## src/rtl/irq_controller.sv

```systemverilog
// Wishbone interrupt controller: seven sources with pending/mask/mode
// registers and a fixed-priority vector presented to the CPU.
module irq_controller (
  input  logic        sysclock,
  input  logic        rst_i,
  input  logic        cyc_i,
  input  logic        stb_i,
  input  logic        we_i,
  input  logic [1:0]  adr_i,
  input  logic [31:0] dat_i,
  input  logic [3:0]  sel_i,
  output logic [31:0] dat_o,
  output logic        ack_o,
  input  logic [6:0]  irq_in,
  input  logic        int_en,
  output logic [2:0]  cpu_interrupt
);

  logic [6:0]  pend_q, pend_d;
  logic [6:0]  mask_q, mask_d;
  logic [6:0]  mode_q, mode_d;
  logic [6:0]  prev_q;
  logic [2:0]  irq_q, irq_d;
  logic        ack_q, ack_d;
  logic [31:0] dat_q, dat_d;

  logic        req;
  logic        wr;
  logic [6:0]  clr;
  logic [6:0]  rise;
  logic [6:0]  drop;
  logic [6:0]  active;
  logic [6:0]  rd;
  logic [2:0]  vec;
  logic        unused;

  assign unused = ^{dat_i[31:7], sel_i[3:1]};

  assign req  = cyc_i & stb_i & ~ack_q;
  assign wr   = req & we_i & sel_i[0];
  assign ack_d = req;

  always_comb begin
    mask_d = mask_q;
    mode_d = mode_q;
    clr    = '0;
    if (wr) begin
      unique case (adr_i)
        2'd0: clr    = dat_i[6:0];
        2'd1: mask_d = dat_i[6:0];
        2'd2: mode_d = dat_i[6:0];
        default: ;
      endcase
    end
  end

  // edge bits switched back to level drop any latched edge
  assign rise = irq_in & ~prev_q;
  assign drop = mode_q & ~mode_d;

  always_comb begin
    pend_d = '0;
    for (int i = 0; i < 7; i++) begin
      if (drop[i])
        pend_d[i] = 1'b0;
      else if (mode_q[i])
        pend_d[i] = (pend_q[i] & ~clr[i]) | rise[i];
      else
        pend_d[i] = irq_in[i];
    end
  end

  assign active = pend_q & mask_q;

  always_comb begin
    vec = 3'd0;
    if (active[6])      vec = 3'd1;
    else if (active[5]) vec = 3'd5;
    else if (active[4]) vec = 3'd4;
    else if (active[3]) vec = 3'd3;
    else if (active[2]) vec = 3'd2;
    else if (active[1]) vec = 3'd6;
    else if (active[0]) vec = 3'd7;
    irq_d = int_en ? vec : 3'd0;
  end

  always_comb begin
    rd = '0;
    unique case (adr_i)
      2'd0: rd = pend_q;
      2'd1: rd = mask_q;
      2'd2: rd = mode_q;
      2'd3: rd = {4'd0, irq_q};
      default: rd = '0;
    endcase
    dat_d = ack_d ? {25'd0, rd} : 32'd0;
  end

  always_ff @(posedge sysclock or posedge rst_i) begin
    if (rst_i) begin
      pend_q <= '0;
      mask_q <= 7'h40;
      mode_q <= '0;
      prev_q <= '0;
      irq_q  <= '0;
      ack_q  <= 1'b0;
      dat_q  <= '0;
    end else begin
      pend_q <= pend_d;
      mask_q <= mask_d;
      mode_q <= mode_d;
      prev_q <= irq_in;
      irq_q  <= irq_d;
      ack_q  <= ack_d;
      dat_q  <= dat_d;
    end
  end

  assign ack_o         = ack_q;
  assign dat_o         = dat_q;
  assign cpu_interrupt = irq_q;

endmodule

```

## config.mk

```make
export PLATFORM = sky130hd
export DESIGN_NAME = irq_controller
export DESIGN_NICKNAME = d
export VERILOG_FILES = /design/src/rtl/irq_controller.sv
export SDC_FILE = /design/constraint.sdc
export NUM_CORES = 1
export LEC_CHECK = 0
export CAP_MARGIN = 20
export CORE_ASPECT_RATIO = 0.7
export CORE_MARGIN = 2
export CORE_UTILIZATION = 35
export DETAILED_ROUTE_END_ITERATION = 16
export PLACE_DENSITY_LB_ADDON = 0.1
export SETUP_SLACK_MARGIN = 0.5
export SLEW_MARGIN = 20
export SYNTH_ARGS = -nofsm -noshare
export SYNTH_HDL_FRONTEND = slang
export SYNTH_SLANG_ARGS = --single-unit
```

## constraint.sdc

```tcl
create_clock -name sysclock -period 2 [get_ports sysclock]
set_input_delay 0.5 -clock sysclock [delete_from_list [all_inputs] [get_ports sysclock]]
set_output_delay 0.5 -clock sysclock [all_outputs]
set_load 0.01 [all_outputs]
```

Word level (Yosys, flattened, before mapping)
Index checks and enable logic that the tools add are counted.

word-level totals
  output and inout bits = 36
  bits in registers = 39
  word-level logic and storage cells = 71
  bits of input ports = 51

cells by class
  bitwise gates (word level) = 31
  reduce and logical (&&, ||, !) cells = 2
  mux-type cells = 28
  equal/unequal tests = 3

operators with widths
  kind                                                             number
  7-bit 2-to-1 mux                                                 5
  7-bit case mux with 4 select lines                               1
  3-bit 2-to-1 mux                                                 8
  7-bit bitwise AND                                                3
  1-bit 2-to-1 mux                                                 14
  7-bit inverter                                                   2
  1-bit bitwise AND                                                11
  1-bit inverter                                                   8
  1-bit bitwise OR                                                 7
  2-bit == test, second input constant                             2
  2-bit by 1-bit == test with 1-bit output, second input constant  1
  2-bit zero test                                                  1
  2-bit AND reduction                                              1

Logic depth before layout (Yosys ltp)
  word-level depth = 10
  depth in mapped cells = 5
  gate-level depth less buffers = 4

Worst setup path after synthesis
No wires, ideal clock.

  path type = input-to-reg
  from = input adr_i[0]
  to = register mode_q[0]
  setup time = 125 ps
  cell stages on the path = 4
  data arrival time = 1610 ps
  data required time = 1875 ps
  setup slack = 265 ps
  path buffers = 2
  path through = buf_4 or4_4 buf_6 mux2_4

between the ends
  word-level cells in the longest chain between the ends = 3

RTL lines
  what                    RTL line  text
  start: declaration      9         input logic [1:0] adr_i,
  2-bit == test           48        unique case (adr_i)
  7-bit 2-to-1 mux        48
  7-bit 2-to-1 mux        47        if (wr) begin
  named net mode_d[0]     21        logic [6:0] mode_q, mode_d;
  end signal: assignment  111       mode_q <= mode_d;
  end: declaration        21

The timed path passes the listed nets, and every way through them passes these cells.
A chain may end at the register's enable or synchronous reset.

Worst setup path after layout
  from = input stb_i
  to = register mode_q[0]

between the ends
  word-level cells in the longest chain between the ends = 5

RTL lines
  what                             RTL line  text
  start: declaration               7         input logic stb_i,
  1-bit bitwise AND (2 in series)  39        assign req = cyc_i & stb_i & ~ack_q;
  1-bit bitwise AND (2 in series)  40        assign wr = req & we_i & sel_i[0];
  7-bit 2-to-1 mux                 47
  named net mode_d[0]              21

The timed path passes the listed nets, and every way through them passes these cells.

==> out/results.txt <==
Sequential share of power: 52.1%
Peak per-stage delay on the critical path: 0.62 ns
CP Max Fanout: 7
Period utilisation layout: 81.0%
Max-Cap Viols: 0
Vias in the first global route: 1337
CP Capture Type: flip-flop
Layout area overhead: 28.9%
Ys flop type: dfrtp_1
Core Footprint: 0.00534 mm^2
Worst hold margin: 0.575 ns
RSZ-0062 raised after global routing: true
WL final: 4320 um
Total CTS buffers: 5
Worst EP required: 2.17 ns
Sw Ratio: 27.7%
Asr flop ratio synth: 100%
Post-synth EDFFs: 0
Final nets: 270
Vias: 1353
Detailed-route wire length per cell: 14.8 um
Rows: 22
Comb pwr share: 21.1%
Critical Path AT: 1.79 ns
Pwr Density: 744 mW/mm^2
GP Congestion: 0.773
CTS max path bufs: 2
CP Buf/Inv Count: 1
Layout Skew: 0.00488 ns
Synth area leaders: dfrtp_1 48%, buf_4 9.9%, mux2_4 5.3%, a21oi_1 4.1%, mux2_2 4.0%
Inserted Diodes: 0
Max Clk Rate: 0.617 GHz
Post-synth top area share: 48.4%
Drt pass-1 iters: 4
Mapped cell area: 0.00197 mm^2
Yosys Warn Count: 0
Routed Antenna Nets: 0
Skew-Pair Late Insertion Delay: 0.28 ns
Ratio of cells with drive above 1 in the final layout: 21.4%
Post-synthesis cell type count: 32
Initial antenna violation count: 0
CTS tree: yes
Synth Area per Inst: 11.6 um^2
CTS sink cnt: 39
Ports: 87
Top cell type by total area after synthesis: dfrtp_1
Layout Utilization: 47.4%
LEAKAGE: 1.22 nW
Power Internal: 0.00136 W
Sequential fraction of the synthesis area: 49.7%
Worst VDD drop: 0.288 mV
Port Buffers: 33
Largest net degree at the start of global routing: 40
Final Setup Violations: 0
Total gr overflow: 0
Cts hold-fix bufs: 0
Die footprint: 0.00624 mm^2
Dpl hpwl: 3030 um
Drt drc: 0
Clock Pin Slew Worst Setup and Hold Paths: 0.07 ns
CP Class: input port to flip-flop
Fin. Hold Viols: 0
First-pass GRT wire length: 6820 um
All-Layer GR Usage: 14.7%
Yosys reg bits: 39
Number of H-tree levels: 2
Power, Total: 0.00188 W
Via density: 4.63
Top-count cell post-synth: dfrtp_1
Delay-heaviest family, CP: simple AND/OR/NAND/NOR gates
Outcome: finished clean
Slew Limit Fails: 0
Type of origin of the critical path: input port
Initial DRC Count: 60
Die Span X: 93.6 um
Cells after Synth: 169
Hold WC Path Type: input port to async pin
Critical-path top delay cell: or4_4
Min Tclk post-route: 1.62 ns
Die H: 66.7 um
Clock power frac: 26.8%
Commonest cells post-synth: 38 x dfrtp_1, 26 x buf_4, 16 x a21oi_1
Initial core utilization: 36.8%
Cell Chain, Critical Path: dlygate4sd2_1 > nand3b_4 > or4_4 > mux2_4
Sw Pwr: 0.000523 W
Root buf cell: clkbuf_8
==> logic make-up (layout without fill, tap and decap cells) <==
logic type,Yosys count,in the layout,share of synthesized area (%)
AO/OA/AOI/OAI,39,39,12.4
buffers and inverters,34,61,11.9
multiplexers,21,21,14.8
other,1,25,0.191
AND/OR/NAND/NOR,35,35,10.9
flip-flops,39,39,49.7
==> sequential cells by signal (all words and copies together), names as in the netlist <==
signal and count:
mode_q 7, mask_q 7, pend_q 7, cpu_interrupt 3, prev_q 7, ack_o 1
dat_o 7
==> power groups by stage <==
stage	logic (W)	clock network, W	registers (W)
3_5_place_dp	0.000384	0	0.000995
2_1_floorplan	0.000270	0	0.000974
5_1_grt	0.000436	0.000566	0.000995
4_1_cts	0.000390	0.000523	0.000979
3_3_place_gp	0.000376	0	0.000989
6_report	0.000398	0.000504	0.000982
==> per-layer routing <==
metal	share of wire [%]	vias to the layer above	track usage (%)
met5	0	-	0
met4	0.88	0	4.35
li1	-	645	-
met1	50	661	20.5
met2	44	42	22.8
met3	5.0	5	3.62
==> worst paths after layout <==
path | cells past startpoint | endpoint | slack, ns | from
worst max-delay path | 4 | mode_q[0] | 0.38 | stb_i
worst min-delay path | 3 | prev_q[3] | 0.58 | rst_i
worst max register to register | 3 | mode_q[0] | 0.39 | ack_o
worst min register to register | 1 | mask_q[1] | 0.58 | mask_q[1]
max in group asynchronous | 3 | mask_q[6] | 1.16 | rst_i
min in group sysclock | 1 | mask_q[1] | 0.58 | mask_q[1]
==> cell usage in the layout, fill, tap and decap left out, drive strengths merged <==
cell           synthesis  routed
mux2i                  4       4
and2                   3       3
clkdlybuf4s15          0       3
clkdlybuf4s50          0      16
nor2b                  1       1
dfrtp                 38      38
nand3b                 6       6
conb                   1      25
nand3                  2       2
clkbuf                 2       7
nand2b                 8       8
a22oi                  4       4
a21oi                 16      16
clkinv                 0       1
nand4                  1       1
nor2                   4       4
mux4                   3       3
o22ai                  2       2
a2bb2oi                4       4
nor3                   1       1
dfstp                  1       1
and4                   1       1
a41oi                  1       1
inv                    4       4
nand2                  7       7
dlygate4sd2            0      14
or4                    1       1
buf                   28      16
o21ai                  5       5
a21boi                 7       7
mux2                  14      14
==> what timing repair did <==
item	4_1_cts	5_1_grt
endpoints found under the setup margin	39	16
buffers inserted	3	1
gates resized for setup	29	6
pin swaps	3	1
gates cloned	0	0
==> layout make-up <==
| cell class | count | area [um^2] |
|---|---|---|
| sequential | 39 | 977 |
| tap | 72 | 90.1 |
| timing repair buffer | 49 | 485 |
| multi-input combinational | 120 | 882 |
| fill | 513 | 2810 |
| clock buffer | 7 | 76.3 |
| clock inverter | 1 | 5.00 |
| inverter | 4 | 17.5 |
==> through the flow <==
step / cell area, um^2 / worst slack, ns / cells / TNS, ns
final: 2530 / 0.380 / 292 / 0
after global routing: 2530 / 0.364 / 292 / 0
after CTS: 2510 / 0.329 / 291 / 0
after detailed placement: 2370 / -0.186 / 280 / -2.55
after global placement: 2370 / -0.159 / 280 / -2.11
after floorplan: 2070 / 0.325 / 193 / 0
==> worst register-to-register path, stage by stage (launching register included) <==
cell,delay (ns)
dfrtp_1,0.38
nand3b_4,0.17
or4_4,0.62
mux2_4,0.34
Note: power is estimated with default switching activity, not from simulation.
